--- src/rtl/pc_fetch.sv ---
// Instruction fetch stage: PC register, FETCH/EXEC/HALT sequencing and retired-instruction count.
// Optional fetch watchdog enabled by defining FETCH_TIMEOUT_EN.
module pc_fetch #(
    parameter logic [31:0] RESET_PC       = 32'h0000_0000,
    parameter int unsigned TIMEOUT_CYCLES = 16
) (
    input  logic        clk,
    input  logic        rst_n,
    input  logic [31:0] next_PC,
    input  logic        stall,
    input  logic        imem_ready,
    input  logic [31:0] imem_rdata,
    output logic [31:0] PC,
    output logic [31:0] PCPlus4,
    output logic        imem_req,
    output logic [31:0] imem_addr,
    output logic [31:0] Instr,
    output logic        instr_valid,
    output logic [31:0] retired,
    output logic        misaligned,
    output logic        fetch_timeout
);

    typedef enum logic [1:0] {
        S_FETCH = 2'd0,
        S_EXEC  = 2'd1,
        S_HALT  = 2'd2
    } state_t;

    state_t state;

    if (TIMEOUT_CYCLES < 1 || TIMEOUT_CYCLES > 255) begin : g_bad_timeout
        $error("pc_fetch: TIMEOUT_CYCLES must be in 1..255");
    end

    assign PCPlus4   = PC + 32'd4;
    assign imem_addr = PC;

`ifdef FETCH_TIMEOUT_EN
    localparam logic [7:0] TIMEOUT_LAST = 8'(TIMEOUT_CYCLES - 1);

    logic [7:0] wdog;
`endif

    // imem_req / instr_valid are registered alongside the state they decode
    always_ff @(posedge clk) begin
        if (!rst_n) begin
            state       <= S_FETCH;
            PC          <= RESET_PC;
            Instr       <= 32'd0;
            retired     <= 32'd0;
            misaligned  <= 1'b0;
            imem_req    <= 1'b1;
            instr_valid <= 1'b0;
`ifdef FETCH_TIMEOUT_EN
            wdog          <= 8'd0;
            fetch_timeout <= 1'b0;
`endif
        end else begin
            unique case (state)
                S_FETCH: begin
                    if (imem_ready) begin
                        Instr       <= imem_rdata;
                        state       <= S_EXEC;
                        imem_req    <= 1'b0;
                        instr_valid <= 1'b1;
`ifdef FETCH_TIMEOUT_EN
                        wdog        <= 8'd0;
`endif
                    end
`ifdef FETCH_TIMEOUT_EN
                    // watchdog trips on the TIMEOUT_CYCLES-th consecutive not-ready cycle
                    else if (wdog == TIMEOUT_LAST) begin
                        fetch_timeout <= 1'b1;
                        state         <= S_HALT;
                        imem_req      <= 1'b0;
                        wdog          <= 8'd0;
                    end else begin
                        wdog <= wdog + 8'd1;
                    end
`endif
                end
                S_EXEC: begin
                    if (!stall) begin
                        retired     <= retired + 32'd1;
                        instr_valid <= 1'b0;
                        if (next_PC[1:0] == 2'b00) begin
                            PC       <= next_PC;
                            state    <= S_FETCH;
                            imem_req <= 1'b1;
                        end else begin
                            misaligned <= 1'b1;
                            state      <= S_HALT;
                        end
                    end
                end
                S_HALT: begin
                    imem_req    <= 1'b0;
                    instr_valid <= 1'b0;
                end
                default: begin
                    state <= S_HALT;
                end
            endcase
        end
    end

`ifndef FETCH_TIMEOUT_EN
    assign fetch_timeout = 1'b0;
`endif

endmodule

--- config.mk ---
export PLATFORM = sky130hd
export DESIGN_NAME = pc_fetch
export DESIGN_NICKNAME = d
export VERILOG_FILES = /design/src/rtl/pc_fetch.sv
export SDC_FILE = /design/constraint.sdc
export NUM_CORES = 1
export LEC_CHECK = 0
export CAP_MARGIN = 10
export CORE_MARGIN = 2
export CORE_UTILIZATION = 40
export CTS_BUF_LIST = sky130_fd_sc_hd__clkbuf_16
export DETAILED_ROUTE_END_ITERATION = 12
export GPL_TIMING_DRIVEN = 1
export PLACE_DENSITY = 0.79
export REMOVE_ABC_BUFFERS = 1
export SLEW_MARGIN = 20
export SYNTH_ARGS = -nofsm -noshare
export SYNTH_HDL_FRONTEND = slang
export SYNTH_SLANG_ARGS = --single-unit
--- constraint.sdc ---
create_clock -name clk -period 2.4 [get_ports clk]
set_input_delay 0.24 -clock clk [delete_from_list [all_inputs] [get_ports clk]]
set_output_delay 0.24 -clock clk [all_outputs]
set_load 0.05 [all_outputs]
After elaboration in Yosys (flattened, before gate mapping). Index checks and enable logic that the tools add are counted.

Word-level logic and storage cells: 38. Output and inout port bits: 164. Input port bits: 68. Flip-flop bits (word level): 101.

Eq/ne operators: 5. Muxes and demuxes: 11. Bitwise operators: 3. Reductions and logical operators: 10. Add/subtract/negate cells: 2.

Operators with widths (number): $add A32 B1 Y32 const B (1); $add A32 B3 Y32 const B (1); $reduce_and A3 Y1 (4); $mux W2 (3); $ne A2 B2 Y1 const B (3); $pmux W1 S3 (2); $pmux W2 S3 (1); $mux W1 (5); $logic_not A2 Y1 (2); $reduce_and A2 Y1 (2); $reduce_and A4 Y1 (1); $not A1 Y1 (3); $reduce_bool A3 Y1 (1); $eq A2 B1 Y1 const B (1); $eq A2 B2 Y1 const B (1).

Longest topological paths before layout.
Depth in word-level cells: 4. Gate-level depth with buffers: 9.

Least setup slack after synthesis. No wires, ideal clock.

Path kind: register -> output. From: register PC[2]. To: output PCPlus4[22]. Path slack: -0.559 ns. Stages on the path, launching flop included: 6. Data arrival time: 2.719 ns. Path through: dfxtp_1 -> ha_1 -> and4_1 -> nor3b_1 -> nand4_1 -> xnor2_1.

Cells in the longest elaborated chain, start to end: 1.

RTL lines: start: declaration (line 13) `output logic [31:0] PC,`; start signal: assignment (line 88) `PC <= next_PC;`; $add A32 B3 Y32 (line 36) `assign PCPlus4 = PC + 32'd4;`; end: declaration (line 14) `output logic [31:0] PCPlus4,`.

Every way passes these cells.

Worst setup path in the final report.
From: register PC[3]. To: output PCPlus4[26].

Same word-level chain as after synthesis.

==> flow_summary.toml <==
[run_status]
run_status = "finished, final reports clean"

[clock_network]
post_cts_hold_buffer_count = 0
insertion_delay_ps = 340
cts_tree = "built"
tritoncts.num_buffers = 9
cts.root.buffer_cell = "sky130_fd_sc_hd__clkbuf_16"
cts-root-to-sink-buffers = 2
clkSinkCount = 101
clk_transition_reported_paths_ps = 70
htree_num_levels = 3

[global_route]
antenna_found_initial = 0
gr-usage-all-layers = 0.220
grt_overflow = 0
via_count_of_the_first_global_routing_pass = 4641
grt_pass1_wl_um = 23100
grt_start_max_net_pins = 51

[worst_setup_path]
worstSetupStartpointType = "flip-flop"
crit_arrival_ps = 2070
critical_path.endpoint_type = "output pin"
worst-endpoint-required_ps = 2160
cp_max_fo = 6
timing.setup.critical_path_class = "reg -> out"

[power]
cell_internal_pwr_mw = 3.10
power-per-cell-area_nw_per_um2 = 643
power.share.sequential = 0.395
p_clk_frac = 0.267
share_comb_of_total_power = 0.338
peakVddDrop_mv = 0.511
sw_frac_of_total = 0.365
p_leak_nw = 2.74
switching_power_mw = 1.78

[logic_synthesis]
syn_avg_cell_area_um2 = 7.94
number_of_flip_flops_and_latches_in_the_synthesized_netlist = 101
yosysWarningCount = 0
synth_area_um2 = 4780
synthesized_netlist_cell_count = 602
yosysSeqAreaShare = 0.423
post_synth_num_cell_types = 37

[finish]
antenna_cell_count = 0
num-nets-final = 869
fillerInstances = 920
sequential_cell_area_um2 = 2030
multiInputGateArea_um2 = 2440
final_cell_count_no_fill = 941
stdcell_area_um2 = 7580
layout-drive-gt1-share = 0.109
syn2layout_area_growth_pct = 58.8

[timing]
finalSetupViolCount = 0
period_minus_slack_ps = 2310
fin_crit_sh = 0.962
tightest_slew_ps = 555
rsz0062_at_grt = "false"
timing.clock.skew_ps = 5.84
relative_slew_slack = 0.630
timing.final.max_slew_violations = 0
finalHoldViolations = 0
hold_ws_ps = 441
fmax_mhz = 433

[die]
initial_utilization = 0.415
fp.dieH_um = 113
design.portCount = 232
placementRows = 39
core_region_area_um2 = 11500
die_w_um = 113
floorplan.die_area_um2 = 12800

[detailed_routing]
via_count = 4949
routed_via_density = 5.26
drtIter0Drc = 262
drcViolationCount = 0
wl_per_cell_um = 15.5
drt_first_pass_iters = 7
drt-total-wl_um = 14600
ant_nets = 0

[placed_design]
post-dp-hpwl_um = 10600
number_of_cells_in_the_design_after_placement = 925
place.gp.congestion = 0.815
portBuffers = 230
place_area_um2 = 7190

[min_path]
worst_hold_path_type = "in -> reg"

[flow_run]
max_cap_violations = 0
worst max-delay path, stage by stage, from the launching register on:
cell	delay (ps)
sky130_fd_sc_hd__dfxtp_2	390
sky130_fd_sc_hd__ha_4	160
sky130_fd_sc_hd__and4_4	230
sky130_fd_sc_hd__nor3b_4	250
sky130_fd_sc_hd__buf_6	150
sky130_fd_sc_hd__nand4_1	150
sky130_fd_sc_hd__xnor2_2	230
sky130_fd_sc_hd__buf_12	160
cells in the final DEF, fill, tap and decap left out, types with 3 or more instances in the layout:
cell / Yosys / routed
sky130_fd_sc_hd__a21oi_1: 83 / 83
sky130_fd_sc_hd__and2_1: 3 / 3
sky130_fd_sc_hd__and3_1: 8 / 7
sky130_fd_sc_hd__and4_1: 9 / 5
sky130_fd_sc_hd__buf_12: 0 / 20
sky130_fd_sc_hd__buf_4: 35 / 22
sky130_fd_sc_hd__clkbuf_16: 0 / 9
sky130_fd_sc_hd__clkdlybuf4s50_1: 0 / 206
sky130_fd_sc_hd__clkinvlp_4: 0 / 3
sky130_fd_sc_hd__dfxtp_1: 101 / 94
sky130_fd_sc_hd__dfxtp_2: 0 / 6
sky130_fd_sc_hd__ha_1: 7 / 6
sky130_fd_sc_hd__inv_1: 8 / 10
sky130_fd_sc_hd__mux2i_1: 5 / 5
sky130_fd_sc_hd__nand2_1: 151 / 150
sky130_fd_sc_hd__nand2b_1: 4 / 4
sky130_fd_sc_hd__nand3_1: 17 / 17
sky130_fd_sc_hd__nand4_1: 17 / 17
sky130_fd_sc_hd__nor2_1: 19 / 19
sky130_fd_sc_hd__nor3_2: 0 / 3
sky130_fd_sc_hd__o21ai_0: 10 / 10
sky130_fd_sc_hd__o31ai_1: 12 / 12
sky130_fd_sc_hd__or3_1: 6 / 6
sky130_fd_sc_hd__or4_1: 12 / 12
sky130_fd_sc_hd__xnor2_1: 19 / 14
sky130_fd_sc_hd__xnor2_2: 0 / 5
sky130_fd_sc_hd__xor2_1: 18 / 18
what timing repair did:
item | 4_1_cts | 5_1_grt
buffers inserted | 1 | 0
setup endpoints to repair | 11 | 14
hold endpoints to repair | 0 | 0
pin swaps | 3 | 4
resized for setup | 13 | 18
sequential cells by signal (all words and copies together), names as in the netlist:
| register | count |
|---|---|
| imem_req | 1 |
| state | 2 |
| retired | 32 |
| instr_valid | 1 |
| PC | 32 |
| misaligned | 1 |
| Instr | 32 |
cell usage after synthesis:
cell                         n  area (µm²)
sky130_fd_sc_hd__buf_6       1        11.3
sky130_fd_sc_hd__or2_2       1        6.26
sky130_fd_sc_hd__nor2b_1     2        12.5
sky130_fd_sc_hd__nand3_1    17        85.1
sky130_fd_sc_hd__mux2i_1     5        50.1
sky130_fd_sc_hd__buf_4      35         263
sky130_fd_sc_hd__or4_1      12        90.1
sky130_fd_sc_hd__inv_1       8        30.0
sky130_fd_sc_hd__nand2b_1    4        25.0
sky130_fd_sc_hd__conb_1      1        3.75
sky130_fd_sc_hd__inv_2       1        3.75
sky130_fd_sc_hd__and4b_1     1        10.0
sky130_fd_sc_hd__nor4_1      5        31.3
sky130_fd_sc_hd__and2_1      3        18.8
sky130_fd_sc_hd__dfxtp_1   101        2020
sky130_fd_sc_hd__o31ai_1    12        90.1
sky130_fd_sc_hd__a211oi_1    1        7.51
sky130_fd_sc_hd__or4_4       1        11.3
sky130_fd_sc_hd__a221oi_1    2        17.5
sky130_fd_sc_hd__and4_1      9        78.8
sky130_fd_sc_hd__nand4_1    17         106
sky130_fd_sc_hd__a21oi_1    83         415
sky130_fd_sc_hd__xor2_1     18         158
sky130_fd_sc_hd__nand4_4     1        21.3
sky130_fd_sc_hd__clkbuf_1   29         109
sky130_fd_sc_hd__or3_2       2        15.0
sky130_fd_sc_hd__nor3b_1     3        22.5
sky130_fd_sc_hd__nor3_1      4        20.0
sky130_fd_sc_hd__buf_1       2        7.51
sky130_fd_sc_hd__nor2_1     19        71.3
sky130_fd_sc_hd__or3_1       6        37.5
sky130_fd_sc_hd__and3_1      8        50.1
sky130_fd_sc_hd__buf_2       1        5.00
sky130_fd_sc_hd__o21ai_0    10        50.1
sky130_fd_sc_hd__ha_1        7        87.6
sky130_fd_sc_hd__xnor2_1    19         166
sky130_fd_sc_hd__nand2_1   151         567
routing by layer:
layer / wire (µm) / GRT usage
met5: 0 / 0
met4: 340 / 0.0780
met3: 882 / 0.0552
met2: 7580 / 0.388
met1: 5820 / 0.259
power by group through the flow:
stage | clock [mW] | sequential (mW) | combinational, mW
detailed placement | 0 | 1.96 | 1.65
finish | 1.30 | 1.93 | 1.65
floorplan | 0 | 2.45 | 0.513
global placement | 0 | 1.95 | 1.62
CTS | 1.34 | 1.92 | 1.66
global route | 1.41 | 1.95 | 1.76
per-stage QoR:
step	TNS (ps)	utilization	total power, mW	setup slack, ps
after CTS	-1.98	0.653	4.92	-1.98
final	0	0.659	4.87	92.0
after detailed placement	0	0.625	3.61	25.3
after floorplan	-20510	-	2.96	-927
after global placement	0	0.625	3.57	132
after global routing	0	0.659	5.11	0.200
cells by family after synthesis:
logic type,share of synthesized area
AND/OR/NAND/NOR,0.268
AO/OA/AOI/OAI,0.122
other,0.000785
multiplexers,0.0105
XOR/XNOR,0.0678
adder cells (fa/ha/maj),0.0183
flip-flops,0.423
buffers and inverters,0.0898
cell type report:
cell class | count | area share
Clock buffer | 9 | 0.0297
Multi-Input combinational cell | 424 | 0.322
Timing Repair Buffer | 249 | 0.348
Clock inverter | 6 | 0.00445
Sequential cell | 101 | 0.268
Tap cell | 143 | 0.0236
Inverter | 9 | 0.00445
worst paths after layout:
| path | from | end | slack [ps] | cells past startpoint |
|---|---|---|---|---|
| setup / recovery | PC[3]$_SDFFE_PN0P_ | PCPlus4[26] | 90 | 7 |
| hold reg to reg | Instr[22]$_SDFFE_PN0P_ | Instr[22]$_SDFFE_PN0P_ | 450 | 2 |
| setup reg to reg | state[1]$_SDFFE_PN0P_ | retired[26]$_SDFFE_PN0P_ | 200 | 7 |
| hold / removal | next_PC[21] | PC[21]$_SDFFE_PN0P_ | 440 | 3 |
No activity file was read; power rests on OpenSTA's default activity.
